--- src/rtl/md_ctrl_if.sv ---
// Request-side MD busy/start bundle between md_ctrl and the E-stage MD datapath.
interface md_ctrl_if;
   logic       ostart;
   logic [2:0] oop;
   logic       obusy;
   logic       ooccupy;
   logic       ocommit;
   logic       ohi_we;
   logic       olo_we;

   modport master (
      output ostart, oop, obusy, ooccupy, ocommit, ohi_we, olo_we
   );

   modport slave (
      input ostart, oop, obusy, ooccupy, ocommit, ohi_we, olo_we
   );
endinterface

--- src/rtl/md_ctrl.sv ---
// MD issue/sequencing controller: launches MULT/DIV ops, tracks latency, stalls D-stage MD
// instructions while the unit is occupied and counts stalled cycles.
module md_ctrl #(
   parameter int unsigned MUL_LAT = 5,
   parameter int unsigned DIV_LAT = 10
) (
   input  logic        clk,
   input  logic        reset,
   input  logic [31:0] iinstr_d,
   input  logic [31:0] iinstr_e,
   input  logic        iflush,
   md_ctrl_if.master   md,
   output logic        ostall,
   output logic [15:0] ostall_cnt
);

   localparam logic [3:0] MulLat = 4'(MUL_LAT);
   localparam logic [3:0] DivLat = 4'(DIV_LAT);

   typedef enum logic [1:0] {StIdle, StMul, StDiv} state_e;

   state_e      state_q;
   logic [3:0]  count_q;
   logic [2:0]  op_q;
   logic        busy_q;
   logic [15:0] stall_cnt_q;

   logic [2:0]  e_op;
   logic        e_mthi, e_mtlo, d_md;
   logic [3:0]  lat;
   logic        start, commit;

   // Only opcode and funct take part in decode.
   logic unused_instr_bits;
   assign unused_instr_bits = ^{iinstr_d[25:6], iinstr_e[25:6]};

   always_comb begin
      e_op   = 3'd0;
      e_mthi = 1'b0;
      e_mtlo = 1'b0;
      d_md   = 1'b0;
      if (iinstr_e[31:26] == 6'd0) begin
         case (iinstr_e[5:0])
            6'h18:   e_op = 3'd1;
            6'h19:   e_op = 3'd2;
            6'h1a:   e_op = 3'd3;
            6'h1b:   e_op = 3'd4;
            6'h11:   e_mthi = 1'b1;
            6'h13:   e_mtlo = 1'b1;
            default: ;
         endcase
      end
      if (iinstr_d[31:26] == 6'd0) begin
         d_md = iinstr_d[5:0] inside {6'h10, 6'h11, 6'h12, 6'h13,
                                      6'h18, 6'h19, 6'h1a, 6'h1b};
      end
   end

   always_comb begin
      lat    = (op_q >= 3'd3) ? DivLat : MulLat;
      start  = (state_q == StIdle) && (e_op != 3'd0);
      commit = (state_q != StIdle) && (count_q == lat);
   end

   assign md.ostart  = start;
   assign md.oop     = start ? e_op : 3'd0;
   assign md.obusy   = busy_q;
   assign md.ooccupy = start | busy_q;
   assign md.ocommit = commit;
   assign md.ohi_we  = e_mthi & ~iflush;
   assign md.olo_we  = e_mtlo & ~iflush;
   assign ostall     = d_md & (start | busy_q);
   assign ostall_cnt = stall_cnt_q;

   always_ff @(posedge clk) begin
      if (reset) begin
         state_q     <= StIdle;
         count_q     <= 4'd0;
         op_q        <= 3'd0;
         busy_q      <= 1'b0;
         stall_cnt_q <= 16'd0;
      end else begin
         if (ostall && (stall_cnt_q != 16'hffff)) begin
            stall_cnt_q <= stall_cnt_q + 16'd1;
         end
         unique case (state_q)
            StIdle: begin
               // A flush in the issue cycle lets the pulse out but never occupies the unit.
               if (start && !iflush) begin
                  state_q <= (e_op <= 3'd2) ? StMul : StDiv;
                  count_q <= 4'd1;
                  op_q    <= e_op;
                  busy_q  <= 1'b1;
               end
            end
            StMul, StDiv: begin
               if ((iflush && (count_q == 4'd1)) || commit) begin
                  state_q <= StIdle;
                  count_q <= 4'd0;
                  op_q    <= 3'd0;
                  busy_q  <= 1'b0;
               end else begin
                  count_q <= count_q + 4'd1;
               end
            end
            default: begin
               state_q <= StIdle;
               count_q <= 4'd0;
               op_q    <= 3'd0;
               busy_q  <= 1'b0;
            end
         endcase
      end
   end

endmodule

--- src/flat_wrapper.sv ---
// flat-port wrapper written by rule: the top's interface ports become plain ports
module md_ctrl_flat 
#(
   parameter int unsigned MUL_LAT = 5,
   parameter int unsigned DIV_LAT = 10
)
  (clk, reset, iinstr_d, iinstr_e, iflush, ostall, ostall_cnt, md_ostart, md_oop, md_obusy, md_ooccupy, md_ocommit, md_ohi_we, md_olo_we);
  md_ctrl_if md_i ();
  input  logic clk;
  input  logic reset;
  input  logic [31:0] iinstr_d;
  input  logic [31:0] iinstr_e;
  input  logic iflush;
  output logic ostall;
  output logic [15:0] ostall_cnt;
  output wire logic [$bits(md_i.ostart)-1:0] md_ostart;
  output wire logic [$bits(md_i.oop)-1:0] md_oop;
  output wire logic [$bits(md_i.obusy)-1:0] md_obusy;
  output wire logic [$bits(md_i.ooccupy)-1:0] md_ooccupy;
  output wire logic [$bits(md_i.ocommit)-1:0] md_ocommit;
  output wire logic [$bits(md_i.ohi_we)-1:0] md_ohi_we;
  output wire logic [$bits(md_i.olo_we)-1:0] md_olo_we;
  assign md_ostart = md_i.ostart;
  assign md_oop = md_i.oop;
  assign md_obusy = md_i.obusy;
  assign md_ooccupy = md_i.ooccupy;
  assign md_ocommit = md_i.ocommit;
  assign md_ohi_we = md_i.ohi_we;
  assign md_olo_we = md_i.olo_we;
  md_ctrl #(.MUL_LAT(MUL_LAT), .DIV_LAT(DIV_LAT)) u_core (.clk(clk), .reset(reset), .iinstr_d(iinstr_d), .iinstr_e(iinstr_e), .iflush(iflush), .md(md_i), .ostall(ostall), .ostall_cnt(ostall_cnt));
endmodule
--- config.mk ---
export PLATFORM = sky130hd
export DESIGN_NAME = md_ctrl_flat
export DESIGN_NICKNAME = d
export VERILOG_FILES = /design/src/rtl/md_ctrl_if.sv /design/src/rtl/md_ctrl.sv /design/src/flat_wrapper.sv
export SDC_FILE = /design/constraint.sdc
export NUM_CORES = 1
export LEC_CHECK = 0
export BUFFER_PORTS_ARGS = -buffer_cell sky130_fd_sc_hd__buf_2
export CAP_MARGIN = 20
export CORE_MARGIN = 5
export CORE_UTILIZATION = 43
export DETAILED_ROUTE_END_ITERATION = 10
export GPL_TIMING_DRIVEN = 1
export PLACE_DENSITY = 0.8
export SLEW_MARGIN = 20
export SYNTH_ARGS = -nofsm -noshare
export SYNTH_HDL_FRONTEND = slang
export SYNTH_SLANG_ARGS = --single-unit
--- constraint.sdc ---
create_clock -name clk -period 2.75 [get_ports clk]
set_input_delay 0.275 -clock clk [delete_from_list [all_inputs] [get_ports clk]]
set_output_delay 0.275 -clock clk [all_outputs]
set_load 0.05 [all_outputs]
==> results of run 1 <==
[synth_stat cells (all sizes together) (4+ instances only)]
library cell  count  area, µm²
inv               9      33.78
o21ai            13      65.06
clkbuf            7      26.28
or3               8      50.05
nand4             8      56.30
nor4              4      40.04
nor2              8      30.03
nand3            11      55.05
o31ai             7      52.55
dfxtp            26      520.5
ha                5      62.56
nand2            13      48.80
nor3              5      25.02
or4               7      52.55
a21oi            22      110.1
[logic make-up (layout without fill, tap and decap cells)]
logic type | count (synthesis) | count (layout) | share of synthesized area, %
XOR/XNOR | 2 | 2 | 1.164
AO/OA/AOI/OAI | 54 | 54 | 21.70
AND/OR/NAND/NOR | 80 | 80 | 31.92
buffers and inverters | 18 | 63 | 5.070
multiplexers | 2 | 2 | 1.413
adder cells (fa/ha/maj) | 5 | 5 | 4.156
flip-flops | 26 | 26 | 34.58
[worst register-to-register path: stages (launching register included)]
cell	delay, ns
dfxtp_1	0.35
inv_1	0.06
ha_1	0.23
and2_1	0.16
nand4_2	0.12
a211o_1	0.61
or4_1	0.60
a21oi_1	0.16
[flip-flops by register name, summed over array words and instances, names as in the netlist]
| signal | flops |
|---|---|
| u_core.ostall_cnt | 16 |
| u_core.count_q | 4 |
| u_core.op_q | 3 |
| u_core.state_q | 2 |
| u_core.md.obusy | 1 |
[power breakdown]
group / internal [W] / switching, W / leakage (nW)
logic: 0.0000212 / 0.0000322 / 0.483
clock network: 0.000147 / 0.000114 / 0.0279
registers: 0.000378 / 0.00000177 / 0.209
[stage by stage]
stage	setup slack [ns]	cells
detailed placement	0.4228	274
floorplan	0.3746	187
CTS	0.3806	278
global placement	0.4480	274
global route	0.1582	278
finish	0.4045	278
[cell type report]
cell class                      count  area share, %
Clock inverter                      1          1.645
Clock buffer                        3          1.234
Inverter                            9          1.851
Timing Repair Buffer               50          13.85
Tap cell                           46          3.153
Multi-Input combinational cell    143          49.76
Sequential cell                    26          28.51
[how the worst max path moves through the flow]
stage | slack (ns) | from | end | cells after the start
after floorplan | 0.37 | u_core.ostall_cnt[0] | u_core.ostall_cnt[1] | 8
after global routing | 0.16 | u_core.ostall_cnt[0] | u_core.ostall_cnt[6] | 6
after global placement | 0.45 | u_core.state_q[0] | u_core.ostall_cnt[9] | 7
after CTS | 0.38 | u_core.state_q[0] | u_core.ostall_cnt[9] | 7
after detailed placement | 0.42 | u_core.state_q[0] | u_core.ostall_cnt[9] | 7
final | 0.40 | u_core.state_q[0] | u_core.ostall_cnt[9] | 7
[per-layer routing]
layer	share of wire [%]	wire length, µm
met4	0.52	18
met2	48	1647
met3	4.3	149
met1	47	1624
met5	0	0
==> results.toml, run 1 <==
[routing]
wirelength_mm = 3.440
vias_per_cell = 5.399
drtIter0Drc = 89
vias = 1501
drt_pass1_iterations = 4
ant_nets = 0
drc = 0
wl_per_cell_um = 12.37

[timing]
rsz0062_at_grt = "no"
hold_violations = 0
timing.final.crit_share_pct = 85.29
timing.hold.ws_ns = 0.2463
max_freq_ghz = 0.4264
slew_headroom_pct = 49.91
worst_slew_pin_slew_ns = 0.7514
setup_tns_ns = 0
setup_viol = 0
fin_worst_skew_ns = 0.01459
drv_slew = 0
fin_crit_ns = 2.345

[layout]
multiInputGateArea_um2 = 908.4
drive_above_1_share_pct = 25.00
regArea_um2 = 520.5
fin_area_mm2 = 0.001826
syn2layout_area_growth_pct = 21.28
fin_nets = 305
n_antenna_cell = 0
final_common_cell = "buf_2"
layout_common_cells = "buf_2, dfxtp_1, a21oi_1, nand2_1, o21ai_0"
nFillCells = 339
fin_util_pct = 54.28

[power_and_ir_drop]
leakagePower_nw = 0.7202
ir_drop_v = 0.0003757
powerDensity_mw_per_mm2 = 380.5
p_total_w = 0.0006947

[setup_path]
start_kind = "flip-flop"
cp_data_required_time_ns = 3.01
crit_type = "flip-flop to flip-flop"
path_buf_inv = 1
critPathSlowestCell = "a211o_1"
reg2reg_slack_ns = 0.40
reg2reg_depth = 7
cp_cell_sequence = "inv_1 -> ha_1 -> and2_1 -> nand4_2 -> a211o_1 -> or4_1 -> a21oi_1"
r2r_start = "u_core.state_q[0]"
cp_top_family = "simple AND/OR/NAND/NOR gates"
r2r-end = "u_core.ostall_cnt[9]"
slowest_delay_ns = 0.61
crit_path_end_kind = "flip-flop"
worstPathMaxFanout = 30
crit_arrival_ns = 2.61

[hold_path]
holdCritStartpoint = "iinstr_e[1]"
hold_path_end = "u_core.state_q[1]"
hold-path-cell-count = 3
hp-class = "primary input to flip-flop"

[clock_network]
htreeDepth = 1
tritoncts = "yes"
post_cts_resized = 0
cts_buffers = 3
cts_max_path_buffers = 2
numClockSinks = 26
root_buffer = "clkbuf_4"
clock_latency_ns = 0.32
cts_hold_buf = 0
clk_pin_slew_ns = 0.15
cts_setup_buffers = 0

[synthesis]
seq_area_frac_synth_pct = 34.58
synth-seq-cells = 26
synth_fp_nets = 259
synthCells = 187
synth.avg_cell_area_um2 = 8.049
ys_warn_count = 0
synth_ff_type = "dfxtp_1"
synth_edf_count = 0
async_reset_ff_share_pct = 0
synth_area_mm2 = 0.001505
ys_types = 41

[placement]
numPortBuffers = 49
gp_congestion = 0.7898
placed_cell_area_mm2 = 0.001773
hpwl_mm = 2.599

[global_route]
grt_pass1_wl_mm = 5.961
antenna_found_initial = 0
grt_max_degree = 31
gr-usage-met1_pct = 18.01
globalRoute.busiestLayer = "met2"
overflow = 0
grt.total_usage_pct = 14.41
grtUsageMet3_pct = 3.924
grt.met2_usage_pct = 25.21
grt_pass1_vias = 1316

[die]
core.rowCount = 21
start_util_pct = 44.75
die_h_um = 69.17
die_area_mm2 = 0.004784
fp.dieW_um = 69.17
ioPinCount = 93
core_mm2 = 0.003363

[job]
max_cap_viol_count = 0

[outcome]
outcome = "finished, final reports clean"
Power figures use the tool's default switching activity.
==> run 2, diff against run 1 <==
ABC_AREA = 1   (was default)
CORE_UTILIZATION = 46   (was 43)
PLACE_DENSITY = 0.81   (was 0.8)
RECOVER_POWER = 100   (was default)
==> run 2 against run 1 <==
Effect of this change: via count grew 23%; critical path depth did not move; global-route usage is 2.7 points higher; setup slack gained 0.061 ns; count of clock-buffer cells in the layout stayed put; clock power fell by 16%; sequential share of layout area decreased by 3.2 points; largest cell class unchanged; die area is 10% higher; sequential cell count unchanged; wire length rose by 21%.
==> results.toml, run 2 <==
[clock_network]
cts_hold_buf = 0
root_buffer = "clkbuf_8"
tritoncts = "yes"
htreeDepth = 1
numClockSinks = 26
clk_pin_slew_ns = 0.08
post_cts_resized = 0
clock_latency_ns = 0.27
cts_setup_buffers = 0
cts_max_path_buffers = 2
cts_buffers = 3

[synthesis]
yosys-top-cells-count = "nand2_1, nor2_1, nand3_1"
yosys.area.top_type = "dfxtp_1"
synth_xor_area_share_pct = 5.344
synth_top_family_by_area = "simple AND/OR/NAND/NOR gates"
async_reset_ff_share_pct = 0
synth_area_mm2 = 0.001803
synth_edf_count = 0
synth_area_leaders = "dfxtp_1, nand2_1, nand3_1, nor2_1, inv_1"
ys_types = 30
synthSimpleGateAreaFrac_pct = 42.19
synth.top_cell.area_share_pct = 28.87
synthCells = 275
synth-adder-area-share_pct = 3.470
synth_ff_type = "dfxtp_1"
synth.avg_cell_area_um2 = 6.556
synth-seq-cells = 26
seq_area_frac_synth_pct = 28.87
synth_compound_area_share_pct = 11.10
synth.most_common_cell = "nand2_1"
synth.area.mux_share_pct = 0
synth_fp_nets = 347
ys_warn_count = 0

[layout]
multiInputGateArea_mm2 = 0.001101
fin_nets = 396
n_antenna_cell = 0
layout_common_cells = "nand2_1, nor2_1, nand3_1, inv_1"
regArea_um2 = 520.5
largest_reg_flops = 16
nFillCells = 393
syn2layout_area_growth_pct = 14.23
fin_util_pct = 55.42
final_common_cell = "nand2_1"
drive_above_1_share_pct = 13.98

[die]
die_area_mm2 = 0.005271
die_h_um = 72.61
start_util_pct = 48.52
fp.dieW_um = 72.61
core_mm2 = 0.003716
core.rowCount = 22
ioPinCount = 93

[timing]
setup_tns_ns = 0
slew_headroom_pct = 56.14
setup_viol = 0
max_freq_ghz = 0.4378
drv_slew = 0
fin_worst_skew_ns = 0.005472
worst_slew_pin_slew_ns = 0.6560
timing.final.crit_share_pct = 83.06
fin_crit_ns = 2.284
rsz0062_at_grt = "no"
hold_violations = 0

[global_route]
grt_pass1_wl_mm = 7.431
overflow = 0
antenna_found_initial = 0
grt_pass1_vias = 1754
grt_max_degree = 22
grt.total_usage_pct = 17.08

[routing]
ant_nets = 0
vias_per_cell = 4.989
wl_per_cell_um = 11.29
vias = 1846
drt_pass1_iterations = 4
wirelength_mm = 4.176
drc = 0
drtIter0Drc = 71

[setup_path]
cp_cell_sequence = "inv_1 -> ha_1 -> inv_1 -> nor2_1 -> nand2_1 -> nor3_1 -> clkbuf_1"
worstPathMaxFanout = 6
crit_type = "flip-flop to primary output"
worst_path_most_repeated_cell = "inv_1"
critPathSlowestCell = "clkbuf_1"
crit_path_end_kind = "primary output"
reg2reg_depth = 7
cp_data_required_time_ns = 2.48
crit_arrival_ns = 2.01
slowest_delay_ns = 0.50
start_kind = "flip-flop"

[placement]
hpwl_mm = 3.267
numPortBuffers = 49
gp_congestion = 0.8579

[power_and_ir_drop]
powerDensity_mw_per_mm2 = 323.7
switching_share_pct = 24.54
internal_power_w = 0.0005031
ir_drop_v = 0.0002129
combPwrFrac_pct = 9.6
p_switching_w = 0.0001636
seqPwrFrac_pct = 57.5
pwr-share-clk_pct = 32.9
leakagePower_nw = 0.8438

[outcome]
outcome = "finished, final reports clean"

[hold_path]
hold-path-cell-count = 4
hp-class = "primary input to flip-flop"

[job]
max_cap_viol_count = 0
-- run 2: cell count changes after synthesis, moves of 5 or more --
cell      change
nand3_1      +22
clkbuf_1      -5
nor2_1       +33
or4_1         -7
or3_1         -8
o31ai_1       -7
o21ai_0       -6
a21oi_2      +10
a21oi_1       -9
nand2_1      +57
inv_1        +23
xor2_1        +5
-- run 2: per-layer routing --
layer  global-route usage [%]  wire length, µm  vias up
met5                        0                0        -
met4                    4.918               44        0
met3                    2.893              158        4
met2                    31.16             2084       35
met1                    20.33             1888      836
li1                         -                -      971
-- run 2: logic make-up after synthesis --
family / after synthesis
buffers and inverters: 38
AOI/OAI and AO/OA: 32
DFF: 26
adders and majority gates: 5
and+or+nand+nor: 163
xor gates and xnor gates: 11
-- run 2: through the flow --
step / setup slack (ns) / hold WS, ns / instance area (µm²) / power (W) / std cells
finish: 0.4657 / 0.4025 / 2059 / 0.0006667 / 370
global route: 0.2739 / 0.4542 / 2059 / 0.0006970 / 370
CTS: 0.6607 / 0.4047 / 2111 / 0.0006758 / 370
detailed placement: 0.8693 / 0.4850 / 2069 / 0.0004576 / 367
global placement: 0.8873 / 0.4674 / 2069 / 0.0004557 / 367
floorplan: 0.4705 / 0.4547 / 1803 / 0.0004314 / 275
-- run 2: final timing paths --
path | from | to | slack (ns)
setup / recovery | u_core.state_q[0] | md_oop[1] | 0.47
hold / removal | iinstr_e[0] | u_core.op_q[0] | 0.40
setup reg to reg | u_core.ostall_cnt[0] | u_core.ostall_cnt[6] | 0.49
hold reg to reg | u_core.op_q[2] | u_core.op_q[2] | 0.50
-- run 2: power by group through the flow --
stage                     logic (W)  clock network, W  registers (W)
after floorplan           0.0000381                 0       0.000393
after global placement    0.0000639                 0       0.000392
after detailed placement  0.0000656                 0       0.000392
after CTS                 0.0000658          0.000227       0.000383
after global routing      0.0000737          0.000240       0.000384
final                     0.0000641          0.000219       0.000383
-- run 2: layout make-up --
type,count,area share [%]
repair buffers,49,10.33
flip-flops and latches,26,25.27
well taps,48,2.916
inverters,33,6.015
multi-input cells,211,53.46
clock buffers,3,2.005
-- run 2: worst max-delay path, delay by kind of cell (launching register included) --
family | cells | cell delay [ns]
buffers and inverters | 3 | 0.68
and+or+nand+nor | 3 | 0.49
DFF | 1 | 0.33
adders and majority gates | 1 | 0.24
